[src/rtl/pc_sequencer.sv]
// Fetch-stage program counter: next-PC selection, EPC capture and a circular
// return-address stack used to predict return targets.
module pc_sequencer #(
  parameter int unsigned     XLEN      = 32,
  parameter logic [XLEN-1:0] RESET_VEC = 32'hFFFF_FFFC,
  parameter logic [XLEN-1:0] EXC_VEC   = 32'h8000_0180,
  parameter int unsigned     INC       = 4,
  parameter int unsigned     RAS_DEPTH = 4
) (
  input  logic                       clk,
  input  logic                       rst_n,
  input  logic                       pc_write,
  input  logic                       redirect_valid,
  input  logic [XLEN-1:0]            redirect_target,
  input  logic                       exc_valid,
  input  logic [XLEN-1:0]            exc_pc,
  input  logic                       eret,
  input  logic                       ras_push,
  input  logic [XLEN-1:0]            ras_push_addr,
  input  logic                       ras_ret,
  output logic [XLEN-1:0]            pc,
  output logic [XLEN-1:0]            pc_seq,
  output logic [XLEN-1:0]            epc,
  output logic                       pc_redirected,
  output logic [$clog2(RAS_DEPTH):0] ras_count,
  output logic                       ras_empty,
  output logic                       ras_full
);

  localparam int unsigned      PTR_W   = $clog2(RAS_DEPTH);
  localparam int unsigned      CNT_W   = PTR_W + 1;
  localparam logic [CNT_W-1:0] CNT_MAX = CNT_W'(RAS_DEPTH);

  typedef enum logic [2:0] {
    SRC_EXC,
    SRC_ERET,
    SRC_REDIR,
    SRC_RAS,
    SRC_SEQ,
    SRC_HOLD
  } src_e;

  src_e             src;
  logic [XLEN-1:0]  pc_nxt;
  logic [XLEN-1:0]  epc_nxt;
  logic             redir_nxt;
  logic [PTR_W-1:0] ras_ptr;
  logic [PTR_W-1:0] ras_ptr_nxt;
  logic [CNT_W-1:0] ras_count_nxt;
  logic             ras_we;
  logic [PTR_W-1:0] ras_widx;
  logic [PTR_W-1:0] ras_top_idx;
  logic [XLEN-1:0]  ras_top;
  logic [XLEN-1:0]  ras_mem [RAS_DEPTH];

  assign pc_seq      = pc + XLEN'(INC);
  assign ras_empty   = (ras_count == '0);
  assign ras_full    = (ras_count == CNT_MAX);
  assign ras_top_idx = ras_ptr - PTR_W'(1);
  assign ras_top     = ras_mem[ras_top_idx];

  // Next-PC source in fixed priority order
  always_comb begin
    src = SRC_HOLD;
    if (exc_valid)                           src = SRC_EXC;
    else if (eret)                           src = SRC_ERET;
    else if (redirect_valid)                 src = SRC_REDIR;
    else if (ras_ret && pc_write && !ras_empty) src = SRC_RAS;
    else if (pc_write)                       src = SRC_SEQ;
  end

  // PC/EPC update and RAS pointer bookkeeping
  always_comb begin
    pc_nxt        = pc;
    epc_nxt       = epc;
    redir_nxt     = 1'b0;
    ras_ptr_nxt   = ras_ptr;
    ras_count_nxt = ras_count;
    ras_we        = 1'b0;
    ras_widx      = ras_ptr;

    unique case (src)
      SRC_EXC: begin
        pc_nxt    = EXC_VEC;
        epc_nxt   = exc_pc;
        redir_nxt = 1'b1;
      end
      SRC_ERET: begin
        pc_nxt    = epc;
        redir_nxt = 1'b1;
      end
      SRC_REDIR: begin
        pc_nxt    = redirect_target;
        redir_nxt = 1'b1;
      end
      SRC_RAS: begin
        pc_nxt    = ras_top;
        redir_nxt = 1'b1;
      end
      SRC_SEQ:  pc_nxt = pc_seq;
      default:  pc_nxt = pc;
    endcase

    if (src == SRC_EXC) begin
      ras_ptr_nxt   = '0;
      ras_count_nxt = '0;
    end else if (src == SRC_RAS) begin
      // A simultaneous call replaces the popped entry in place
      if (ras_push) begin
        ras_we   = 1'b1;
        ras_widx = ras_top_idx;
      end else begin
        ras_ptr_nxt   = ras_top_idx;
        ras_count_nxt = ras_count - CNT_W'(1);
      end
    end else if (ras_push) begin
      ras_we      = 1'b1;
      ras_ptr_nxt = ras_ptr + PTR_W'(1);
      if (!ras_full) ras_count_nxt = ras_count + CNT_W'(1);
    end
  end

  always_ff @(posedge clk or negedge rst_n) begin
    if (!rst_n) begin
      pc            <= RESET_VEC;
      epc           <= '0;
      pc_redirected <= 1'b0;
      ras_ptr       <= '0;
      ras_count     <= '0;
    end else begin
      pc            <= pc_nxt;
      epc           <= epc_nxt;
      pc_redirected <= redir_nxt;
      ras_ptr       <= ras_ptr_nxt;
      ras_count     <= ras_count_nxt;
    end
  end

  // RAS storage needs no reset; only entries counted by ras_count are ever read
  always_ff @(posedge clk) begin
    if (ras_we) ras_mem[ras_widx] <= ras_push_addr;
  end

endmodule

[config.mk]
export PLATFORM = sky130hd
export DESIGN_NAME = pc_sequencer
export DESIGN_NICKNAME = d
export VERILOG_FILES = /design/src/rtl/pc_sequencer.sv
export SDC_FILE = /design/constraint.sdc
export NUM_CORES = 1
export LEC_CHECK = 0
export BUFFER_PORTS_ARGS = -buffer_cell sky130_fd_sc_hd__clkbuf_2
export CAP_MARGIN = 10
export CORE_MARGIN = 2
export CORE_UTILIZATION = 30
export CTS_CLUSTER_DIAMETER = 50
export DETAILED_ROUTE_END_ITERATION = 10
export GPL_ROUTABILITY_DRIVEN = 0
export SLEW_MARGIN = 5
export SYNTH_ARGS = -nofsm -noshare
export SYNTH_HDL_FRONTEND = slang
export SYNTH_SLANG_ARGS = --single-unit
[constraint.sdc]
create_clock -name clk -period 6.61 [get_ports clk]
set_input_delay 0.661 -clock clk [delete_from_list [all_inputs] [get_ports clk]]
set_output_delay 0.661 -clock clk [all_outputs]
set_load 0.01 [all_outputs]
### Word-level counts from Yosys, hierarchy flattened

Memory sizes are Yosys's and may differ from the RTL's.
Cells that the tools add are included.

| storage, ports and cells | value |
|---|---|
| output and inout bits | 102 |
| latch bits | 0 |
| bits in read-only memories | 0 |
| bits in registers | 70 |
| input port bits | 104 |
| memories kept | 1 |
| word-level logic and storage cells | 51 |
| bits in writable memories | 128 |

Memories:

| memory | words | width | read ports | clocked after memory_dff | write ports | line | RTL |
|---|---|---|---|---|---|---|---|
| ras_mem | 4 | 32 | 1 | 0 | 1 | 54 | `logic [XLEN-1:0] ras_mem [RAS_DEPTH];` |

| operators by class | value |
|---|---|
| reduce and logical (&&, ||, !) cells | 10 |
| bitwise gates (word level) | 0 |
| shifts and indexed selects | 0 |
| equality and inequality tests | 7 |
| order comparisons | 0 |
| add/sub/neg operators | 5 |
| multipliers | 0 |
| divide/modulo/power cells | 0 |
| multiplexer cells | 23 |

Operators by type and width:

| kind | count |
|---|---|
| 32-bit case mux with 5 select lines | 1 |
| 32-bit by 3-bit adder with 32-bit output, second input constant | 1 |
| 3-bit 2-to-1 mux | 9 |
| 2-bit 2-to-1 mux | 7 |
| 3-bit by 2-bit == test with 1-bit output, second input constant | 2 |
| 3-bit == test, second input constant | 2 |
| 3-bit zero test | 2 |
| 1-bit 2-to-1 mux | 6 |
| 5-bit nonzero test | 1 |
| 4-bit OR reduction | 1 |
| 3-bit by 1-bit adder with 3-bit output, second input constant | 1 |
| 3-bit by 1-bit == test with 1-bit output, second input constant | 1 |
| 3-bit by 1-bit inequality test with 1-bit output, second input constant | 1 |
| 3-bit inequality test, second input constant | 1 |
| 3-bit AND reduction | 1 |
| 3-bit nonzero test | 1 |
| 3-bit by 1-bit subtractor with 3-bit output, second input constant | 1 |
| 2-bit by 1-bit adder with 2-bit output, second input constant | 1 |
| 1-bit logical AND | 2 |
| 2-bit AND reduction | 1 |
| 2-bit by 1-bit subtractor with 2-bit output, second input constant | 1 |
| 1-bit zero test | 1 |

### Depth between registers and ports, before layout

Gate-level depths: netlist of the first run.

| logic depth | value |
|---|---|
| depth after elaboration | 11 |
| gate-level depth with buffers | 9 |
| gate-level depth less buffers | 6 |

### Worst setup path after synthesis of the first run

OpenSTA, ideal clock, no wires.

| timing path | value |
|---|---|
| path kind | input -> register |
| start point | input port eret |
| end point | memory ras_mem[1][0], enable pin |
| required time | 6,178 ps |
| stages on the path | 8 |
| arrival | 3,353 ps |
| path slack | 2,825 ps |
| library setup time | 432 ps |
| path buffers | 3 |
| cell sequence | buf_2 -> nor3_2 -> nand2_2 -> inv_1 -> buf_2 -> buf_2 -> nand3b_1 -> a21oi_1 |

| on the way | value |
|---|---|
| word-level cells in the longest chain between the ends | 6 |
| elaborated cells on any way between the ends | 9 |
| those cells by class | 1 x eq/ne; 7 x mux; 1 x reduce/logical |

RTL lines:

| item | line | RTL |
|---|---|---|
| start, declared | 17 | `input logic eret,` |
| 3-bit 2-to-1 mux (*) | 66 | `else if (eret) src = SRC_ERET;` |
| 3-bit 2-to-1 mux (*) | 65 | `if (exc_valid) src = SRC_EXC;` |
| 3-bit zero test | 104 | `if (src == SRC_EXC) begin` |
| 1-bit 2-to-1 mux | 104 |  |
| 1-bit 2-to-1 mux | 141 | `if (ras_we) ras_mem[ras_widx] <= ras_push_addr;` |
| 1-bit 2-to-1 mux (implied by the code) | 141 |  |
| end, declared | 54 |  |

Every way passes the cells marked *; elsewhere a longest branch is shown, timed or not.

### Final worst setup path of the first run

| timing path | value |
|---|---|
| start point | register pc[7] |
| end point | output port pc_seq[30] |

| on the way | value |
|---|---|
| word-level cells in the longest chain between the ends | 1 |

RTL lines:

| item | line | RTL |
|---|---|---|
| start, declared | 21 | `output logic [XLEN-1:0] pc,` |
| start signal, assigned | 131 | `pc <= pc_nxt;` |
| 32-bit by 3-bit adder with 32-bit output | 56 | `assign pc_seq = pc + XLEN'(INC);` |
| end, declared | 22 | `output logic [XLEN-1:0] pc_seq,` |

Every way passes these cells.

==> results of run 1 <==
==> cells by family (layout without fill, tap and decap cells) <==
kind of cell,Yosys count,after routing,synth area share
AOI/OAI and AO/OA,84,84,0.07493
xor gates and xnor gates,29,29,0.03517
adders and majority gates,2,2,0.003732
buffers and inverters,43,250,0.02311
DFF,198,198,0.6463
muxes,66,66,0.1279
other,0,1,0
and+or+nand+nor,144,144,0.08886
==> flip-flops by register name, indices dropped and copies added (netlist names) <==
register	flops
epc	32
pc	32
pc_redirected	1
ras_count	3
ras_mem	128
ras_ptr	2
==> synth_stat cells, types with 11 or more instances <==
| library cell | count | share of area |
|---|---|---|
| mux2_2 | 33 | 0.043 |
| mux4_2 | 33 | 0.085 |
| nor2_1 | 11 | 0.0047 |
| xnor2_1 | 16 | 0.016 |
| dfrtp_1 | 40 | 0.11 |
| nand3_1 | 19 | 0.011 |
| a21oi_1 | 11 | 0.0063 |
| nand2_1 | 61 | 0.026 |
| a221o_1 | 20 | 0.023 |
| dfstp_2 | 30 | 0.090 |
| o21ai_0 | 12 | 0.0069 |
| buf_2 | 14 | 0.0080 |
| clkbuf_1 | 13 | 0.0056 |
| a22oi_1 | 21 | 0.018 |
| edfxtp_1 | 128 | 0.44 |
==> power by group through the flow <==
stage / Sequential (W) / Combinational [W] / Clock (W)
after floorplan: 0.00148 / 0.000165 / 0
after global placement: 0.00148 / 0.000334 / 0
after detailed placement: 0.00148 / 0.000336 / 0
after CTS: 0.00146 / 0.000337 / 0.00112
after global routing: 0.00147 / 0.000361 / 0.00117
final: 0.00146 / 0.000332 / 0.00109
==> metrics by stage <==
step	cell area, sq um	util	setup WS, ps
6_report	10800	0.3774	3009
3_3_place_gp	10140	0.3544	2611
3_5_place_dp	10140	0.3544	2515
5_1_grt	10800	0.3773	2803
4_1_cts	10770	0.3764	2969
2_1_floorplan	8716	-	2825
==> cell type report <==
type                       instances  share of cell area
inverter                           4            0.001390
antenna                            1           0.0002316
clock buffer                      22             0.04887
clock inverter                    10            0.009496
multi-input combinational        325              0.2706
tap                              384             0.04447
sequential                       198              0.5216
timing repair buffer             214              0.1033
==> final timing paths <==
path	startpoint	endpoint	slack, ps	depth (start not counted)
setup / recovery	pc[7]$_DFFE_PN1P_	pc_seq[30]	3010	5
hold / removal	rst_n	epc[22]$_DFFE_PN0P_	110	1
setup reg to reg	ras_count[0]$_DFFE_PN0P_	ras_mem[0][18]$_DFFE_PP_	3320	7
hold reg to reg	epc[15]$_DFFE_PN0P_	epc[15]$_DFFE_PN0P_	530	1
max in group asynchronous	rst_n	ras_ptr[1]$_DFFE_PN0P_	5410	2
min in group clk	ras_push_addr[17]	ras_mem[3][17]$_DFFE_PP_	450	1
==> per-layer routing <==
| layer | track usage | wire length [um] | vias to the layer above |
|---|---|---|---|
| met5 | 0 | 16 | - |
| met4 | 0.04027 | 292 | 2 |
| met3 | 0.04571 | 1563 | 14 |
| met2 | 0.2730 | 12310 | 180 |
| met1 | 0.2146 | 10750 | 2888 |
| li1 | - | - | 2613 |
==> results.json, run 1 <==
{
  "postRouteAntennaNets": 0,
  "syn_to_final_growth_pct": 23.96,
  "die_w_um": 174.5,
  "cts-buffers-inserted": 17,
  "layout_commonest_cell": "clkbuf_2",
  "firstDrtPassIters": 8,
  "rsz0062_at_grt": "false",
  "cts_root_buf": "clkbuf_16",
  "die-area_sq_um": 30430,
  "htreeDepth": 4,
  "grt_pass1_vias": 5824,
  "max-clock-path-buffers": 2,
  "ys_warn_count": 0,
  "core_area_sq_um": 28630,
  "grt_max_degree": 55,
  "max_freq_mhz": 277.7,
  "cts.sinks": 198,
  "required_ps": 5950,
  "fin_crit_sh": 0.5447,
  "nets": 866,
  "cts_resized": 0,
  "cp_slowest_cell": "nor4_4",
  "synthArstFlopShare": 0.3535,
  "switching_share": 0.2495,
  "p_total_w": 0.002881,
  "vias": 5697,
  "synthDistinctLibCells": 55,
  "die-height_um": 174.5,
  "crit_buf_inv": 1,
  "drt_iter0_markers": 429,
  "tightest_slew_ps": 1079,
  "slew_viol_final": 0,
  "clkLatencyLatePin_ps": 430,
  "cts_setup_buffers": 0,
  "initial_core_util": 0.3045,
  "synth_top_flop_cell": "edfxtp_1",
  "maxCapViolCount": 0,
  "grt_use_total": 0.1649,
  "wirelength_mm": 24.93,
  "multi_input_area_sq_um": 2924,
  "hold_path.class": "in -> async",
  "clkPwrFrac": 0.379,
  "power_frac_comb": 0.115,
  "synth_cells": 566,
  "dp.cells": 1124,
  "p_sw_w": 0.0007188,
  "cts_tree": "yes",
  "worst-setup-path-type": "reg -> out",
  "cts_hold_buf": 0,
  "ir_worst_vdd_mv": 0.1722,
  "p_per_area_nw_per_um2": 266.7,
  "std_cell_rows": 62,
  "path_clk_slew_ps": 70,
  "synth_area_sq_um": 8716,
  "portBuffers": 205,
  "seqCellArea_sq_um": 5635,
  "cp.arrival_ps": 2940,
  "final_cell_mix": "clkbuf_2, edfxtp_1, nand2_1, dfrtp_1",
  "setup_viol": 0,
  "yosysSeqAreaShare": 0.6463,
  "outcome": "complete, no violations",
  "hold_violations": 0,
  "syn_area_per_cell_sq_um": 15.40,
  "antenna_found_initial": 2,
  "cp_top_family": "simple AND/OR/NAND/NOR gates",
  "slowest_delay_ps": 900,
  "fin_crit_ps": 3601,
  "syn_nets": 672,
  "finalSetupTns_ps": 0,
  "ys_ff_latch": 198,
  "hold_slack_ps": 105.3,
  "slew_headroom": 0.2806,
  "drive_gt1_frac": 0.4748,
  "cp-start-kind": "flop",
  "path_cells": "nand4_4 -> nor4_4 -> nand4_1 -> xnor2_1 -> clkbuf_2",
  "synth_edf_count": 128,
  "grt_overflow": 0,
  "hpwl_mm": 17.46,
  "vias_per_cell": 4.920,
  "fillers": 2732,
  "drc": 0,
  "power.internal_w": 0.002162,
  "drt-wirelength-per-cell_um": 21.53,
  "pwr-share-seq": 0.506,
  "layoutNonFillerInstCount": 1158,
  "endpoint_kind": "output pin",
  "p_leak_nw": 4.211,
  "grt_pass1_wl_mm": 37.26,
  "clock_skew_ps": 12.73,
  "io_pins": 206,
  "crit_path_max_fanout": 13
}
Note: power is estimated with default switching activity, not from simulation.
==> run 2, diff against run 1 <==
clock period = 3.5 ns   (was 6.61 ns; I/O delays follow)
==> run 2 against run 1 <==
Clock skew is 1.3 ps lower. Core utilization is 0.13 points higher. Non-clock buffer count is 11 higher. Combinational power is 91% higher. Sequential share of layout area is 0.18 points lower. Clock-buffer cell count is 4 lower. Die area stayed put. Clock power is 82% higher. Via count is 2.6% higher. Cell count is 1.0% higher. Routed wire length is 1.8% higher. Largest cell class unchanged.
==> results.json, run 2 (synthesized netlist as in run 1, its figures left out) <==
{
  "slowest_delay_ps": 600,
  "grt_pass1_vias": 5881,
  "rsz0062_at_grt": "false",
  "power_frac_comb": 0.118,
  "std_cell_rows": 62,
  "drive_gt1_frac": 0.4809,
  "drt_iter0_markers": 425,
  "core_area_sq_um": 28630,
  "cts-buffers-inserted": 17,
  "postRouteAntennaNets": 0,
  "wl_met3_mm": 1.505,
  "fillers": 2747,
  "initial_core_util": 0.3045,
  "nets": 877,
  "slew_headroom": 0.2566,
  "maxCapViolCount": 0,
  "io_pins": 206,
  "endpoint_kind": "output pin",
  "ir_worst_vdd_mv": 0.3083,
  "met2_length_mm": 12.38,
  "clkLatencyLatePin_ps": 430,
  "cts_tree": "yes",
  "layout_commonest_cell": "clkbuf_2",
  "p_sw_w": 0.001403,
  "power.internal_w": 0.003962,
  "hold_slack_ps": 131.5,
  "die-height_um": 174.5,
  "tightest_slew_ps": 1115,
  "antenna_found_initial": 3,
  "multi_input_area_sq_um": 2924,
  "clkPwrFrac": 0.369,
  "reg.largest.list": "ras_mem (128), epc (32), pc (32)",
  "die-area_sq_um": 30430,
  "grt_max_degree": 54,
  "cp.arrival_ps": 2540,
  "hpwl_mm": 18.01,
  "finalSetupTns_ps": 0,
  "path_clk_slew_ps": 80,
  "drc": 0,
  "slew_viol_final": 0,
  "portBuffers": 205,
  "pwr-share-seq": 0.513,
  "grt_overflow": 0,
  "min_path_cells": 1,
  "hold_path.class": "in -> reg",
  "drt-wirelength-per-cell_um": 21.68,
  "cp_slowest_cell": "dfstp_2",
  "cp-start-kind": "flop",
  "worst-setup-path-type": "reg -> out",
  "grt_use_total": 0.1690,
  "r2r_end": "ras_mem[2][18]$_DFFE_PP_",
  "p_total_w": 0.005365,
  "wirelength_mm": 25.37,
  "seqCellArea_sq_um": 5635,
  "final_cell_mix": "clkbuf_2, edfxtp_1, nand2_1, dfrtp_1",
  "grt_pass1_wl_mm": 37.66,
  "cts_resized": 0,
  "crit_path_max_fanout": 8,
  "max_freq_mhz": 346.5,
  "path_cells": "nand3_1 -> nor2_1 -> buf_4 -> nand4_1 -> xnor2_1 -> clkbuf_2",
  "largest_register_ffs": 128,
  "fin_crit_sh": 0.8245,
  "die_w_um": 174.5,
  "setup_viol": 0,
  "cts_root_buf": "clkbuf_16",
  "worst-r2r-setup-slack_ps": 970,
  "required_ps": 3150,
  "wl_met1_mm": 11.03,
  "hold_violations": 0,
  "vias_per_cell": 4.994,
  "outcome": "complete, no violations",
  "fin_crit_ps": 2886,
  "min_from": "ras_push_addr[4]",
  "layoutNonFillerInstCount": 1170,
  "cp_top_family": "simple AND/OR/NAND/NOR gates",
  "syn_to_final_growth_pct": 24.39,
  "r2r_cells": 5,
  "dp.cells": 1135,
  "firstDrtPassIters": 5,
  "p_per_area_nw_per_um2": 494.9,
  "max-clock-path-buffers": 2,
  "crit_buf_inv": 2,
  "holdPathEnd": "ras_mem[2][4]$_DFFE_PP_",
  "postLayoutSetupSlackWorst_ps": 614.2,
  "switching_share": 0.2615,
  "cts.sinks": 198,
  "htreeDepth": 4,
  "p_leak_nw": 4.235,
  "regMostFlops": "ras_mem",
  "dp_slack_ps": 801.2,
  "vias": 5843,
  "maxUsedRoutingLayer": "met5",
  "clock_skew_ps": 11.45,
  "r2r-start": "ras_count[1]$_DFFE_PN0P_"
}
[run 2: changes by cell type in the layout (fill, tap and decap cells not counted), sizes merged]
cell | before | now
clkinvlp | 0 | 3
dlygate4sd3 | 0 | 1
inv | 9 | 11
clkbuf | 225 | 221
diode | 1 | 2
clkinv | 4 | 3
buf | 11 | 21
[run 2: stage by stage]
| step | cell area, sq um | util |
|---|---|---|
| final | 10840 | 0.3787 |
| after global routing | 10840 | 0.3787 |
| after CTS | 10840 | 0.3786 |
| after detailed placement | 10230 | 0.3572 |
| after global placement | 10230 | 0.3572 |
| after floorplan | 8716 | - |
[run 2: cell type report]
| type | count | share of cell area |
|---|---|---|
| antenna | 2 | 0.0004616 |
| clock buffer | 18 | 0.04051 |
| clock inverter | 14 | 0.01489 |
| inverter | 4 | 0.001385 |
| multi-input combinational | 325 | 0.2697 |
| sequential | 198 | 0.5198 |
| tap | 384 | 0.04432 |
| timing repair buffer | 225 | 0.1089 |
[run 2: worst max path at each step]
| stage | startpoint | to | slack [ps] | depth (start not counted) |
|---|---|---|---|---|
| after floorplan | eret | ras_mem[1][0]$_DFFE_PP_ | 30 | 8 |
| after CTS | pc[4]$_DFFE_PN1P_ | pc_seq[31] | 580 | 6 |
| after global routing | pc[2]$_DFFE_PN1P_ | pc_seq[18] | 430 | 7 |
| final | pc[4]$_DFFE_PN1P_ | pc_seq[31] | 610 | 6 |
| after global placement | redirect_valid | ras_mem[3][26]$_DFFE_PP_ | 840 | 6 |
| after detailed placement | redirect_valid | ras_mem[3][27]$_DFFE_PP_ | 800 | 6 |
[run 2: layer usage]
layer / track usage / vias up
li1: - / 2639
met4: 0.05532 / 2
met2: 0.2717 / 200
met5: 0 / -
met3: 0.04112 / 29
met1: 0.2249 / 2973
[run 2: repair_timing]
item	CTS	global route
endpoints found under the setup margin	0	0
hold buffers	1	0
endpoints found under the hold margin	6	0
buffers inserted	0	0
[run 2: power by group through the flow]
stage | Clock, W | Combinational (W) | Sequential [W]
after global placement | 0 | 0.000637 | 0.00280
after global routing | 0.00212 | 0.000687 | 0.00277
final | 0.00198 | 0.000633 | 0.00275
after CTS | 0.00203 | 0.000644 | 0.00275
after floorplan | 0 | 0.000311 | 0.00280
after detailed placement | 0 | 0.000642 | 0.00280
==> run 3, diff against run 2 <==
clock period = 2.8 ns   (was 3.5 ns; I/O delays follow)
==> run 3 against run 2 <==
Routed wire length up 2.3%. Total power up 27%. Clock power up 29%. Critical endpoint is now pc_seq[30]. Design area up 1.1%.
==> results.json, run 3 (synthesized netlist as in run 1, its figures left out) <==
{
  "outcome": "complete, no violations",
  "initial_core_util": 0.3045,
  "cp_top_family": "simple AND/OR/NAND/NOR gates",
  "endpoint_kind": "output pin",
  "hpwl_mm": 18.48,
  "firstDrtPassIters": 7,
  "maxCapViolCount": 0,
  "holdPathEnd": "ras_mem[3][3]$_DFFE_PP_",
  "cts_tree": "yes",
  "rsz0062_at_grt": "false",
  "cts_root_buf": "clkbuf_16",
  "drive_gt1_frac": 0.4912,
  "wl_met1_mm": 10.96,
  "setup_viol": 0,
  "drt_iter0_markers": 599,
  "die-height_um": 174.5,
  "clkLatencyLatePin_ps": 440,
  "cts_setup_buffers": 0,
  "crit_buf_inv": 2,
  "nets": 888,
  "clock_skew_ps": 17.09,
  "p_leak_nw": 4.307,
  "vias_per_cell": 5.069,
  "min_path_cells": 1,
  "cp_slowest_cell": "dfstp_2",
  "crit_path_max_fanout": 13,
  "drc": 0,
  "cts.sinks": 198,
  "slowest_delay_ps": 650,
  "wl_met3_mm": 2.010,
  "p_per_area_nw_per_um2": 621.0,
  "max-clock-path-buffers": 2,
  "die-area_sq_um": 30430,
  "r2r_cells": 6,
  "vias": 5986,
  "finalSetupTns_ps": 0,
  "ir_worst_vdd_mv": 0.4401,
  "required_ps": 2520,
  "largest_register_ffs": 128,
  "grt_max_degree": 59,
  "r2r_end": "ras_count[2]$_DFFE_PN0P_",
  "hold_violations": 0,
  "slew_viol_final": 0,
  "maxUsedRoutingLayer": "met5",
  "cp-start-kind": "flop",
  "worst-setup-path-type": "reg -> out",
  "grt_overflow": 0,
  "syn_to_final_growth_pct": 25.78,
  "portBuffers": 205,
  "path_clk_slew_ps": 80,
  "grt_pass1_wl_mm": 38.50,
  "r2r-start": "ras_count[1]$_DFFE_PN0P_",
  "hold_slack_ps": 60.23,
  "slew_headroom": 0.3688,
  "regMostFlops": "ras_mem",
  "cp.arrival_ps": 2420,
  "max_freq_mhz": 370.0,
  "die_w_um": 174.5,
  "dp.cells": 1146,
  "io_pins": 206,
  "final_cell_mix": "clkbuf_2, edfxtp_1, nand2_1, dfrtp_1",
  "path_cells": "nand4_4 -> nor4_4 -> buf_6 -> nand4_1 -> xnor2_1 -> clkbuf_2",
  "layoutNonFillerInstCount": 1181,
  "fin_crit_sh": 0.9654,
  "grt_pass1_vias": 5990,
  "min_from": "ras_push_addr[3]",
  "design_area_sq_um": 10960,
  "tightest_slew_ps": 944.9,
  "wirelength_mm": 25.96,
  "std_cell_rows": 62,
  "met2_length_mm": 12.65,
  "hold_path.class": "in -> reg",
  "htreeDepth": 4,
  "fillers": 2756,
  "cts-buffers-inserted": 17,
  "postRouteAntennaNets": 0,
  "core_area_sq_um": 28630,
  "antenna_found_initial": 4,
  "grt_use_total": 0.1720,
  "drt-wirelength-per-cell_um": 21.98,
  "reg.largest.list": "ras_mem (128), epc (32), pc (32)",
  "layout_commonest_cell": "clkbuf_2",
  "postPlaceCellArea_sq_um": 10320,
  "fin_crit_ps": 2703,
  "worst-r2r-setup-slack_ps": 490
}
run 3: timing repair:
item,CTS,global route
hold buffers,1,0
hold endpoints to repair,25,0
gates resized for setup,0,5
endpoints found under the setup margin,0,5
run 3: area by class of cell:
type | count | area (sq um) | area share
Tap cell | 384 | 480.5 | 0.04383
Antenna cell | 3 | 7.507 | 0.0006848
Inverter | 4 | 15.01 | 0.001370
Multi-Input combinational cell | 325 | 2945 | 0.2687
Clock buffer | 17 | 425.4 | 0.03880
Clock inverter | 14 | 173.9 | 0.01586
Timing Repair Buffer | 236 | 1280 | 0.1168
Sequential cell | 198 | 5635 | 0.5140
run 3: power breakdown:
part | total [W] | switching [W] | internal [W]
Sequential | 0.00345 | 0.000154 | 0.00329
Clock | 0.00255 | 0.00114 | 0.00141
Combinational | 0.000811 | 0.000436 | 0.000375
run 3: layer usage:
metal	global-route usage	vias up
met4	0.04867	2
met5	0	-
met3	0.04331	23
li1	-	2663
met1	0.2265	3032
met2	0.2817	266
run 3: metrics by stage:
stage | util | total power [W] | setup slack [ps]
final | 0.3830 | 0.006808 | 96.95
after global routing | 0.3829 | 0.007052 | 8.246
after CTS | 0.3819 | 0.006868 | 51.92
after detailed placement | 0.3606 | 0.004323 | 528.2
after global placement | 0.3606 | 0.004313 | 547.5
after floorplan | - | 0.003888 | 72.85
run 3: worst max-delay path by stage:
stage                             startpoint                       to  slack (ps)  cells past startpoint
global route               pc[4]$_DFFE_PN1P_               pc_seq[17]           8                      5
CTS                        pc[8]$_DFFE_PN1P_               pc_seq[28]          50                      6
finish                     pc[8]$_DFFE_PN1P_               pc_seq[30]         100                      6
floorplan           ras_count[0]$_DFFE_PN0P_  ras_mem[1][0]$_DFFE_PP_          70                      7
detailed placement         pc[2]$_DFFE_PN1P_               pc_seq[18]         530                      6
global placement          pc[14]$_DFFE_PN1P_               pc_seq[28]         550                      6
run 3: worst register-to-register path, delay by kind of cell (launching register included):
kind                     cells  cell delay (ps)
adder cells (fa/ha/maj)      1              440
multiplexers                 1              430
AND/OR/NAND/NOR              1              150
flip-flops                   1              460
AO/OA/AOI/OAI                2              560
buffers and inverters        1              200
